$ cat src/rtl/abp_pkg.sv
`default_nettype none
// ============================================================================
// Module      : abp_pkg
// Description : Shared types and constants for the Alternating Bit Protocol
//               receiver controller: controller state encoding, default ACK
//               magic byte, ACK byte offsets and the ACK byte generator.
// Revision    : 1.0 - initial release
// ============================================================================
package abp_pkg;

    typedef enum logic [1:0] {
        IDLE     = 2'd0,
        DELIVER  = 2'd1,
        ACK_SEND = 2'd2
    } rxctl_state_t;

    localparam logic [7:0] ACK_MAGIC_DEFAULT = 8'hA5;

    // Byte positions inside an ACK frame; every other byte is zero padding.
    localparam logic [7:0] ACK_OFS_MAGIC = 8'd0;
    localparam logic [7:0] ACK_OFS_BIT   = 8'd1;

    // Content of ACK byte 'idx' for a frame acknowledging 'ack_bit'.
    function automatic logic [7:0] ack_byte(input logic [7:0] idx,
                                            input logic [7:0] magic,
                                            input logic       ack_bit);
        logic [7:0] b;
        b = 8'h00;
        if (idx == ACK_OFS_MAGIC) begin
            b = magic;
        end else if (idx == ACK_OFS_BIT) begin
            b = {7'b0, ack_bit};
        end
        return b;
    endfunction

endpackage : abp_pkg
`default_nettype wire

$ cat src/rtl/abp_ack_framer.sv
`default_nettype none
// ============================================================================
// Module      : abp_ack_framer
// Description : Serializes one fixed-length ACK frame onto an 8-bit
//               AXI-Stream master each time it is started.
//   aclk, aresetn      clock, asynchronous active-low reset
//   i_start            one-cycle pulse: begin a frame (first beat valid next cycle)
//   i_ack_bit          bit to acknowledge; sampled with i_start
//   m_axis_*           registered AXI-Stream master (tvalid/tready/tlast/tdata)
//   o_done             pulse on the handshake of the final byte
// Revision    : 1.0 - initial release
// ============================================================================
module abp_ack_framer
    import abp_pkg::*;
#(
    parameter int         ACK_BYTES = 8,
    parameter logic [7:0] ACK_MAGIC = ACK_MAGIC_DEFAULT
) (
    input  logic       aclk,
    input  logic       aresetn,
    input  logic       i_start,
    input  logic       i_ack_bit,
    input  logic       m_axis_tready,
    output logic       m_axis_tvalid,
    output logic       m_axis_tlast,
    output logic [7:0] m_axis_tdata,
    output logic       o_done
);

    localparam logic [7:0] c_last_idx = 8'(ACK_BYTES - 1);

    logic [7:0] r_idx;
    logic       r_ack_bit;
    logic       w_beat;
    logic [7:0] w_idx_next;

    assign w_beat     = m_axis_tvalid & m_axis_tready;
    assign w_idx_next = r_idx + 8'd1;
    assign o_done     = w_beat & m_axis_tlast;

    // tdata/tlast are only updated on a start or an accepted beat, so they
    // hold steady for as long as the consumer stalls.
    always_ff @(posedge aclk or negedge aresetn) begin
        if (!aresetn) begin
            r_idx         <= 8'd0;
            r_ack_bit     <= 1'b0;
            m_axis_tvalid <= 1'b0;
            m_axis_tlast  <= 1'b0;
            m_axis_tdata  <= 8'h00;
        end else if (i_start) begin
            r_idx         <= 8'd0;
            r_ack_bit     <= i_ack_bit;
            m_axis_tvalid <= 1'b1;
            // Frames are at least two bytes long, so beat 0 is never last.
            m_axis_tlast  <= 1'b0;
            m_axis_tdata  <= ack_byte(8'd0, ACK_MAGIC, i_ack_bit);
        end else if (w_beat) begin
            if (m_axis_tlast) begin
                r_idx         <= 8'd0;
                m_axis_tvalid <= 1'b0;
                m_axis_tlast  <= 1'b0;
                m_axis_tdata  <= 8'h00;
            end else begin
                r_idx         <= w_idx_next;
                m_axis_tlast  <= (w_idx_next == c_last_idx);
                m_axis_tdata  <= ack_byte(w_idx_next, ACK_MAGIC, r_ack_bit);
            end
        end
    end

endmodule : abp_ack_framer
`default_nettype wire

$ cat src/rtl/abp_receiver_controller.sv
`default_nettype none
// ============================================================================
// Module      : abp_receiver_controller
// Description : Receiver-side Alternating Bit Protocol sequencer. Accepts
//               per-packet results, delivers new values to the application,
//               and answers every packet (new or duplicate) with an ACK frame.
//   aclk, aresetn          clock, asynchronous active-low reset
//   rx_valid/rx_bit/rx_value  completed packet pulse, its bit and payload
//   expected_bit           bit the next new packet must carry
//   app_tvalid/tready/tdata   value delivery to the application
//   m_axis_*               ACK frame stream toward the link transmitter
//   ack_count/dup_count/drop_count  saturating statistics
// Revision    : 1.0 - initial release
// ============================================================================
module abp_receiver_controller
    import abp_pkg::*;
#(
    parameter int         ACK_BYTES = 8,
    parameter logic [7:0] ACK_MAGIC = ACK_MAGIC_DEFAULT,
    parameter int         CNT_W     = 16
) (
    input  logic             aclk,
    input  logic             aresetn,
    input  logic             rx_valid,
    input  logic             rx_bit,
    input  logic [63:0]      rx_value,
    output logic             expected_bit,
    output logic             app_tvalid,
    input  logic             app_tready,
    output logic [63:0]      app_tdata,
    output logic             m_axis_tvalid,
    input  logic             m_axis_tready,
    output logic             m_axis_tlast,
    output logic [7:0]       m_axis_tdata,
    output logic [CNT_W-1:0] ack_count,
    output logic [CNT_W-1:0] dup_count,
    output logic [CNT_W-1:0] drop_count
);

    localparam logic [CNT_W-1:0] c_cnt_max = '1;
    localparam logic [CNT_W-1:0] c_cnt_one = CNT_W'(1);

    rxctl_state_t r_state;
    rxctl_state_t w_state_next;
    logic         w_accept;
    logic         w_dup;
    logic         w_deliver_done;
    logic         w_drop;
    logic         w_start;
    logic         w_start_bit;
    logic         w_frame_done;

    always_ff @(posedge aclk or negedge aresetn) begin
        if (!aresetn) begin
            r_state <= IDLE;
        end else begin
            r_state <= w_state_next;
        end
    end

    // The framer is started on the transition edge itself so the first ACK
    // beat is valid in the very first ACK_SEND cycle.
    always_comb begin
        w_state_next   = r_state;
        w_accept       = 1'b0;
        w_dup          = 1'b0;
        w_deliver_done = 1'b0;
        w_drop         = 1'b0;
        w_start        = 1'b0;
        w_start_bit    = 1'b0;
        case (r_state)
            IDLE: begin
                if (rx_valid) begin
                    if (rx_bit == expected_bit) begin
                        w_accept     = 1'b1;
                        w_state_next = DELIVER;
                    end else begin
                        w_dup        = 1'b1;
                        w_start      = 1'b1;
                        w_start_bit  = rx_bit;
                        w_state_next = ACK_SEND;
                    end
                end
            end
            DELIVER: begin
                w_drop = rx_valid;
                if (app_tvalid && app_tready) begin
                    w_deliver_done = 1'b1;
                    w_start        = 1'b1;
                    w_start_bit    = expected_bit;
                    w_state_next   = ACK_SEND;
                end
            end
            ACK_SEND: begin
                w_drop = rx_valid;
                if (w_frame_done) begin
                    w_state_next = IDLE;
                end
            end
            default: begin
                w_state_next = IDLE;
            end
        endcase
    end

    always_ff @(posedge aclk or negedge aresetn) begin
        if (!aresetn) begin
            expected_bit <= 1'b0;
            app_tvalid   <= 1'b0;
            app_tdata    <= 64'd0;
        end else if (w_accept) begin
            app_tvalid <= 1'b1;
            app_tdata  <= rx_value;
        end else if (w_deliver_done) begin
            app_tvalid   <= 1'b0;
            expected_bit <= ~expected_bit;
        end
    end

    always_ff @(posedge aclk or negedge aresetn) begin
        if (!aresetn) begin
            ack_count  <= '0;
            dup_count  <= '0;
            drop_count <= '0;
        end else begin
            if (w_frame_done && (ack_count != c_cnt_max)) begin
                ack_count <= ack_count + c_cnt_one;
            end
            if (w_dup && (dup_count != c_cnt_max)) begin
                dup_count <= dup_count + c_cnt_one;
            end
            if (w_drop && (drop_count != c_cnt_max)) begin
                drop_count <= drop_count + c_cnt_one;
            end
        end
    end

    abp_ack_framer #(
        .ACK_BYTES (ACK_BYTES),
        .ACK_MAGIC (ACK_MAGIC)
    ) u_framer (
        .aclk          (aclk),
        .aresetn       (aresetn),
        .i_start       (w_start),
        .i_ack_bit     (w_start_bit),
        .m_axis_tready (m_axis_tready),
        .m_axis_tvalid (m_axis_tvalid),
        .m_axis_tlast  (m_axis_tlast),
        .m_axis_tdata  (m_axis_tdata),
        .o_done        (w_frame_done)
    );

endmodule : abp_receiver_controller
`default_nettype wire
$ cat config.mk
export PLATFORM = sky130hd
export DESIGN_NAME = abp_receiver_controller
export DESIGN_NICKNAME = d
export VERILOG_FILES = /design/src/rtl/abp_pkg.sv /design/src/rtl/abp_ack_framer.sv /design/src/rtl/abp_receiver_controller.sv
export SDC_FILE = /design/constraint.sdc
export NUM_CORES = 1
export LEC_CHECK = 0
export CORE_MARGIN = 8
export CORE_UTILIZATION = 50
export CTS_CLUSTER_DIAMETER = 30
export DETAILED_ROUTE_END_ITERATION = 8
export PLACE_DENSITY = 0.95
export SETUP_SLACK_MARGIN = 0.15
export SLEW_MARGIN = 20
export SYNTH_ARGS = -nofsm -noshare
export SYNTH_HDL_FRONTEND = slang
export SYNTH_SLANG_ARGS = --single-unit
$ cat constraint.sdc
create_clock -name aclk -period 4.05 [get_ports aclk]
set_input_delay 0.81 -clock aclk [delete_from_list [all_inputs] [get_ports aclk]]
set_output_delay 0.81 -clock aclk [all_outputs]
set_load 0.01 [all_outputs]
==> metrics.txt <==
# TYPE chip_impl_metric gauge
chip_impl_metric{name="drt_iter0_drc",unit=""} 517
chip_impl_metric{name="req_time_crit_path",unit="ns"} 4.34
chip_impl_metric{name="power.switching_fraction",unit=""} 0.3031
chip_impl_metric{name="placement_row_count",unit=""} 39
chip_impl_metric{name="fp.dieArea",unit="mm2"} 0.01529
chip_impl_info{name="cts_tree",value="yes"} 1
chip_impl_info{name="synth_area_leaders",value="sky130_fd_sc_hd__dfrtp_1 (56%), sky130_fd_sc_hd__mux2_2 (13%), sky130_fd_sc_hd__xor2_1 (4.2%)"} 1
chip_impl_metric{name="power.share.combinational",unit=""} 0.375
chip_impl_metric{name="port-buffer-count",unit=""} 189
chip_impl_info{name="regToRegEndpoint",value="u_framer.m_axis_tlast$_DFFE_PN0P_"} 1
chip_impl_info{name="cts_root_buf",value="sky130_fd_sc_hd__clkbuf_16"} 1
chip_impl_info{name="worst_setup_path_start_kind",value="primary input"} 1
chip_impl_metric{name="net-switching-power",unit="mW"} 1.764
chip_impl_metric{name="seq_area_frac_synth",unit=""} 0.5570
chip_impl_info{name="crit_type",value="primary input to flip-flop"} 1
chip_impl_metric{name="power.density",unit="mW/mm2"} 693.1
chip_impl_info{name="worst_r2r_startpoint",value="expected_bit$_DFFE_PN0P_"} 1
chip_impl_metric{name="cts-hold-fix-buffers",unit=""} 0
chip_impl_metric{name="remaining_global_route_overflow",unit=""} 0
chip_impl_metric{name="pin_count_of_the_biggest_net_entering_global_routing",unit=""} 66
chip_impl_metric{name="post-place-cells",unit=""} 793
chip_impl_metric{name="ir_drop",unit="mV"} 0.4541
chip_impl_metric{name="chipWidth",unit="um"} 123.7
chip_impl_info{name="dominant_combinational_cell_family_by_area_after_synthesis",value="multiplexers"} 1
chip_impl_metric{name="maxCapViolations",unit=""} 0
chip_impl_metric{name="cellLeakagePower",unit="nW"} 3.624
chip_impl_metric{name="remaining_drc_errors",unit=""} 0
chip_impl_metric{name="path_max_fanout",unit=""} 10
chip_impl_metric{name="final_hold_viol_count",unit=""} 0
chip_impl_metric{name="post-route-period-util",unit=""} 0.6833
chip_impl_metric{name="top_level_ports",unit=""} 194
chip_impl_metric{name="detail_route.wirelength",unit="um"} 16060
chip_impl_metric{name="height_of_the_die",unit="um"} 123.7
chip_impl_metric{name="worst_skew_pair.late_latency",unit="ns"} 0.41
chip_impl_metric{name="yosys.area_share.xor_xnor",unit=""} 0.06801
chip_impl_metric{name="cts.clk_slew.worst_paths",unit="ns"} 0.05
chip_impl_metric{name="timing.reg2reg.setup_slack",unit="ns"} 1.60
chip_impl_metric{name="antenna_found_initial",unit=""} 0
chip_impl_metric{name="synthesis_to_layout_area_growth",unit="%"} 44.88
chip_impl_info{name="rsz0062_at_grt",value="no"} 1
chip_impl_metric{name="slew_viol_final",unit=""} 0
chip_impl_metric{name="synth_cells",unit=""} 478
chip_impl_metric{name="clkSinkCount",unit=""} 129
chip_impl_metric{name="share_seq_of_total_power",unit=""} 0.358
chip_impl_metric{name="nNetsFinal",unit=""} 749
chip_impl_metric{name="cts.path.max_buffers",unit=""} 2
chip_impl_info{name="synth_top_cell_by_area",value="sky130_fd_sc_hd__dfrtp_1"} 1
chip_impl_metric{name="worst_hold_slack",unit="ns"} 0.4301
chip_impl_metric{name="clock_power_share",unit=""} 0.267
chip_impl_metric{name="synth_enable_flop_cells",unit=""} 0
chip_impl_info{name="min_path_type",value="primary input to asynchronous set/reset pin"} 1
chip_impl_metric{name="yosysWarningCount",unit=""} 0
chip_impl_metric{name="muxShareOfSynthArea",unit=""} 0.1392
chip_impl_metric{name="drt_first_pass_iters",unit=""} 5
chip_impl_metric{name="post_cts_sizing_count",unit=""} 0
chip_impl_metric{name="maxSlewHeadroom",unit=""} 0.3877
chip_impl_metric{name="via_count_of_the_first_global_routing_pass",unit=""} 4928
chip_impl_metric{name="total_power",unit="mW"} 5.820
chip_impl_metric{name="postSynthRegisterBits",unit=""} 129
chip_impl_metric{name="netlist_area_pre_place",unit="mm2"} 0.005796
chip_impl_metric{name="drt-wirelength-per-cell",unit="um"} 19.56
chip_impl_metric{name="antenna-diode-count",unit=""} 0
chip_impl_info{name="crit_path_end_kind",value="flip-flop"} 1
chip_impl_metric{name="cts-buffers-inserted",unit=""} 17
chip_impl_metric{name="detailedPlacementHpwl",unit="um"} 11610
chip_impl_info{name="worst_setup_path_endpoint",value="u_framer.m_axis_tlast$_DFFE_PN0P_"} 1
chip_impl_metric{name="worst-slew-pin-transition",unit="ns"} 0.9185
chip_impl_metric{name="routability_cong",unit=""} 0.8410
chip_impl_metric{name="period_minus_slack",unit="ns"} 2.767
chip_impl_metric{name="cts.htree.levels",unit=""} 4
chip_impl_metric{name="timing.final.setup_violations",unit=""} 0
chip_impl_info{name="cp-startpoint",value="rx_bit"} 1
chip_impl_metric{name="grt_pass1_wl",unit="um"} 25070
chip_impl_info{name="postSynth.topFlopCell",value="sky130_fd_sc_hd__dfrtp_1"} 1
chip_impl_metric{name="final.setup_skew",unit="ns"} 0.005208
chip_impl_metric{name="max_freq",unit="GHz"} 0.3614
chip_impl_metric{name="post_synthesis_simple_gate_area_fraction",unit=""} 0.1272
chip_impl_metric{name="synth_top_cell_area_share",unit=""} 0.5570
chip_impl_metric{name="drt-vias-per-instance",unit=""} 5.692
chip_impl_metric{name="cts.repair_timing.setup_buffer_count",unit=""} 0
chip_impl_metric{name="via_count",unit=""} 4673
chip_impl_metric{name="cell_internal_pwr",unit="mW"} 4.056
chip_impl_metric{name="final.setup.tns",unit="ns"} 0
chip_impl_metric{name="floorplan.initialDensity",unit=""} 0.5097
chip_impl_metric{name="worstRegToRegCells",unit=""} 5
chip_impl_metric{name="layoutNonFillerInstCount",unit=""} 821
chip_impl_metric{name="track_usage",unit=""} 0.2121
chip_impl_metric{name="postSynth.asyncResetShare",unit=""} 1.000
chip_impl_metric{name="synth_fa_ha_area_frac",unit=""} 0.02159
chip_impl_metric{name="synth-compound-area-share",unit=""} 0.05764
chip_impl_metric{name="core-area",unit="mm2"} 0.01137
chip_impl_info{name="outcome",value="complete, no violations"} 1
chip_impl_metric{name="route.antenna.remaining_nets",unit=""} 0
chip_impl_metric{name="yosys.cell_types.count",unit=""} 51
chip_impl_metric{name="crit_arrival",unit="ns"} 3.05
chip_impl_metric{name="share_of_post_route_cells_with_drive_strength_above_1",unit=""} 0.1563
chip_impl_metric{name="syn-mean-instance-area",unit="um2"} 12.12
-- cells in the mapped netlist (11+ instances only) --
library cell,count
sky130_fd_sc_hd__nor3_1,12
sky130_fd_sc_hd__nand3_1,19
sky130_fd_sc_hd__a21oi_1,15
sky130_fd_sc_hd__inv_1,11
sky130_fd_sc_hd__clkbuf_1,14
sky130_fd_sc_hd__xor2_1,28
sky130_fd_sc_hd__nand4_1,18
sky130_fd_sc_hd__dfrtp_1,129
sky130_fd_sc_hd__mux2_2,69
sky130_fd_sc_hd__nand2_1,36
sky130_fd_sc_hd__xnor2_1,17
sky130_fd_sc_hd__nor2_1,12
-- how the worst min path moves through the flow --
stage	cells past startpoint	from	slack [ns]	to
2_1_floorplan	1	u_framer.r_ack_bit$_DFFE_PN0P_	0.47	u_framer.r_ack_bit$_DFFE_PN0P_
5_1_grt	1	aresetn	0.47	dup_count[9]$_DFFE_PN0P_
3_5_place_dp	1	drop_count[14]$_DFFE_PN0P_	0.48	drop_count[14]$_DFFE_PN0P_
4_1_cts	1	aresetn	0.44	app_tdata[6]$_DFFE_PN0P_
6_report	1	aresetn	0.43	dup_count[9]$_DFFE_PN0P_
3_3_place_gp	2	u_framer.m_axis_tdata[0]$_DFFE_PN0P_	0.48	u_framer.m_axis_tdata[0]$_DFFE_PN0P_
-- sequential cells by signal, indices dropped and copies added (netlist names) --
name / count
u_framer.r_idx: 8
expected_bit: 1
drop_count: 16
u_framer.m_axis_tvalid: 1
app_tdata: 64
u_framer.m_axis_tdata: 2
u_framer.m_axis_tlast: 1
u_framer.r_ack_bit: 1
ack_count: 16
dup_count: 16
r_state: 2
app_tvalid: 1
-- worst max-delay path, cell delays in order --
cell,delay [ns]
sky130_fd_sc_hd__clkdlybuf4s50_1,0.43
sky130_fd_sc_hd__ha_1,0.39
sky130_fd_sc_hd__and3b_1,0.32
sky130_fd_sc_hd__or4_1,0.67
sky130_fd_sc_hd__o41ai_1,0.43
-- final cells by class --
cell class,instances,area (um2)
multi-input cells,318,2425
clock buffers,22,494.2
fillers,711,2973
inverters,11,41.29
flip-flops and latches,129,3228
well taps,143,178.9
clock inverters,6,105.1
repair buffers,192,1924
-- routing by layer --
layer	share of wire	wire length, um	vias to the layer above	global-route usage
li1	-	-	2108	-
met3	0.082	1311	47	0.07480
met2	0.53	8449	210	0.3681
met5	0	0	-	0
met1	0.36	5747	2308	0.2269
met4	0.034	548	0	0.1001
-- power groups by stage --
stage	clock [mW]	sequential, mW	combinational (mW)
after floorplan	0	2.22	0.846
after global placement	0	2.04	2.12
after detailed placement	0	2.09	2.20
after CTS	1.57	2.08	2.22
after global routing	1.63	2.14	2.34
final	1.55	2.08	2.19
-- cells by family (layout without fill, tap and decap cells) --
group	count (synthesis)	in the layout
buf+inv	34	231
mux	72	72
other cells	1	4
compound gates	50	50
xor+xnor	45	45
flops	129	129
fa+ha+maj	10	10
simple gates	137	137
-- placed cells by master, fill, tap and decap left out, types with 15 or more instances in the layout --
master	instances
sky130_fd_sc_hd__nand4_1	18
sky130_fd_sc_hd__nand3_1	18
sky130_fd_sc_hd__xnor2_1	17
sky130_fd_sc_hd__xor2_1	28
sky130_fd_sc_hd__a21oi_1	15
sky130_fd_sc_hd__clkbuf_16	17
sky130_fd_sc_hd__nand2_1	36
sky130_fd_sc_hd__clkdlybuf4s50_1	188
sky130_fd_sc_hd__dfrtp_1	129
sky130_fd_sc_hd__mux2_2	69
-- stage by stage --
step | utilization | setup WS, ns | area, um2
4_1_cts | 0.7385 | 1.305 | 8397
3_3_place_gp | 0.6858 | 0.9245 | 7797
3_5_place_dp | 0.6858 | 0.9034 | 7797
6_report | 0.7385 | 1.283 | 8397
5_1_grt | 0.7385 | 1.143 | 8397
2_1_floorplan | - | 1.513 | 5807
Note: power is estimated with default switching activity, not from simulation.
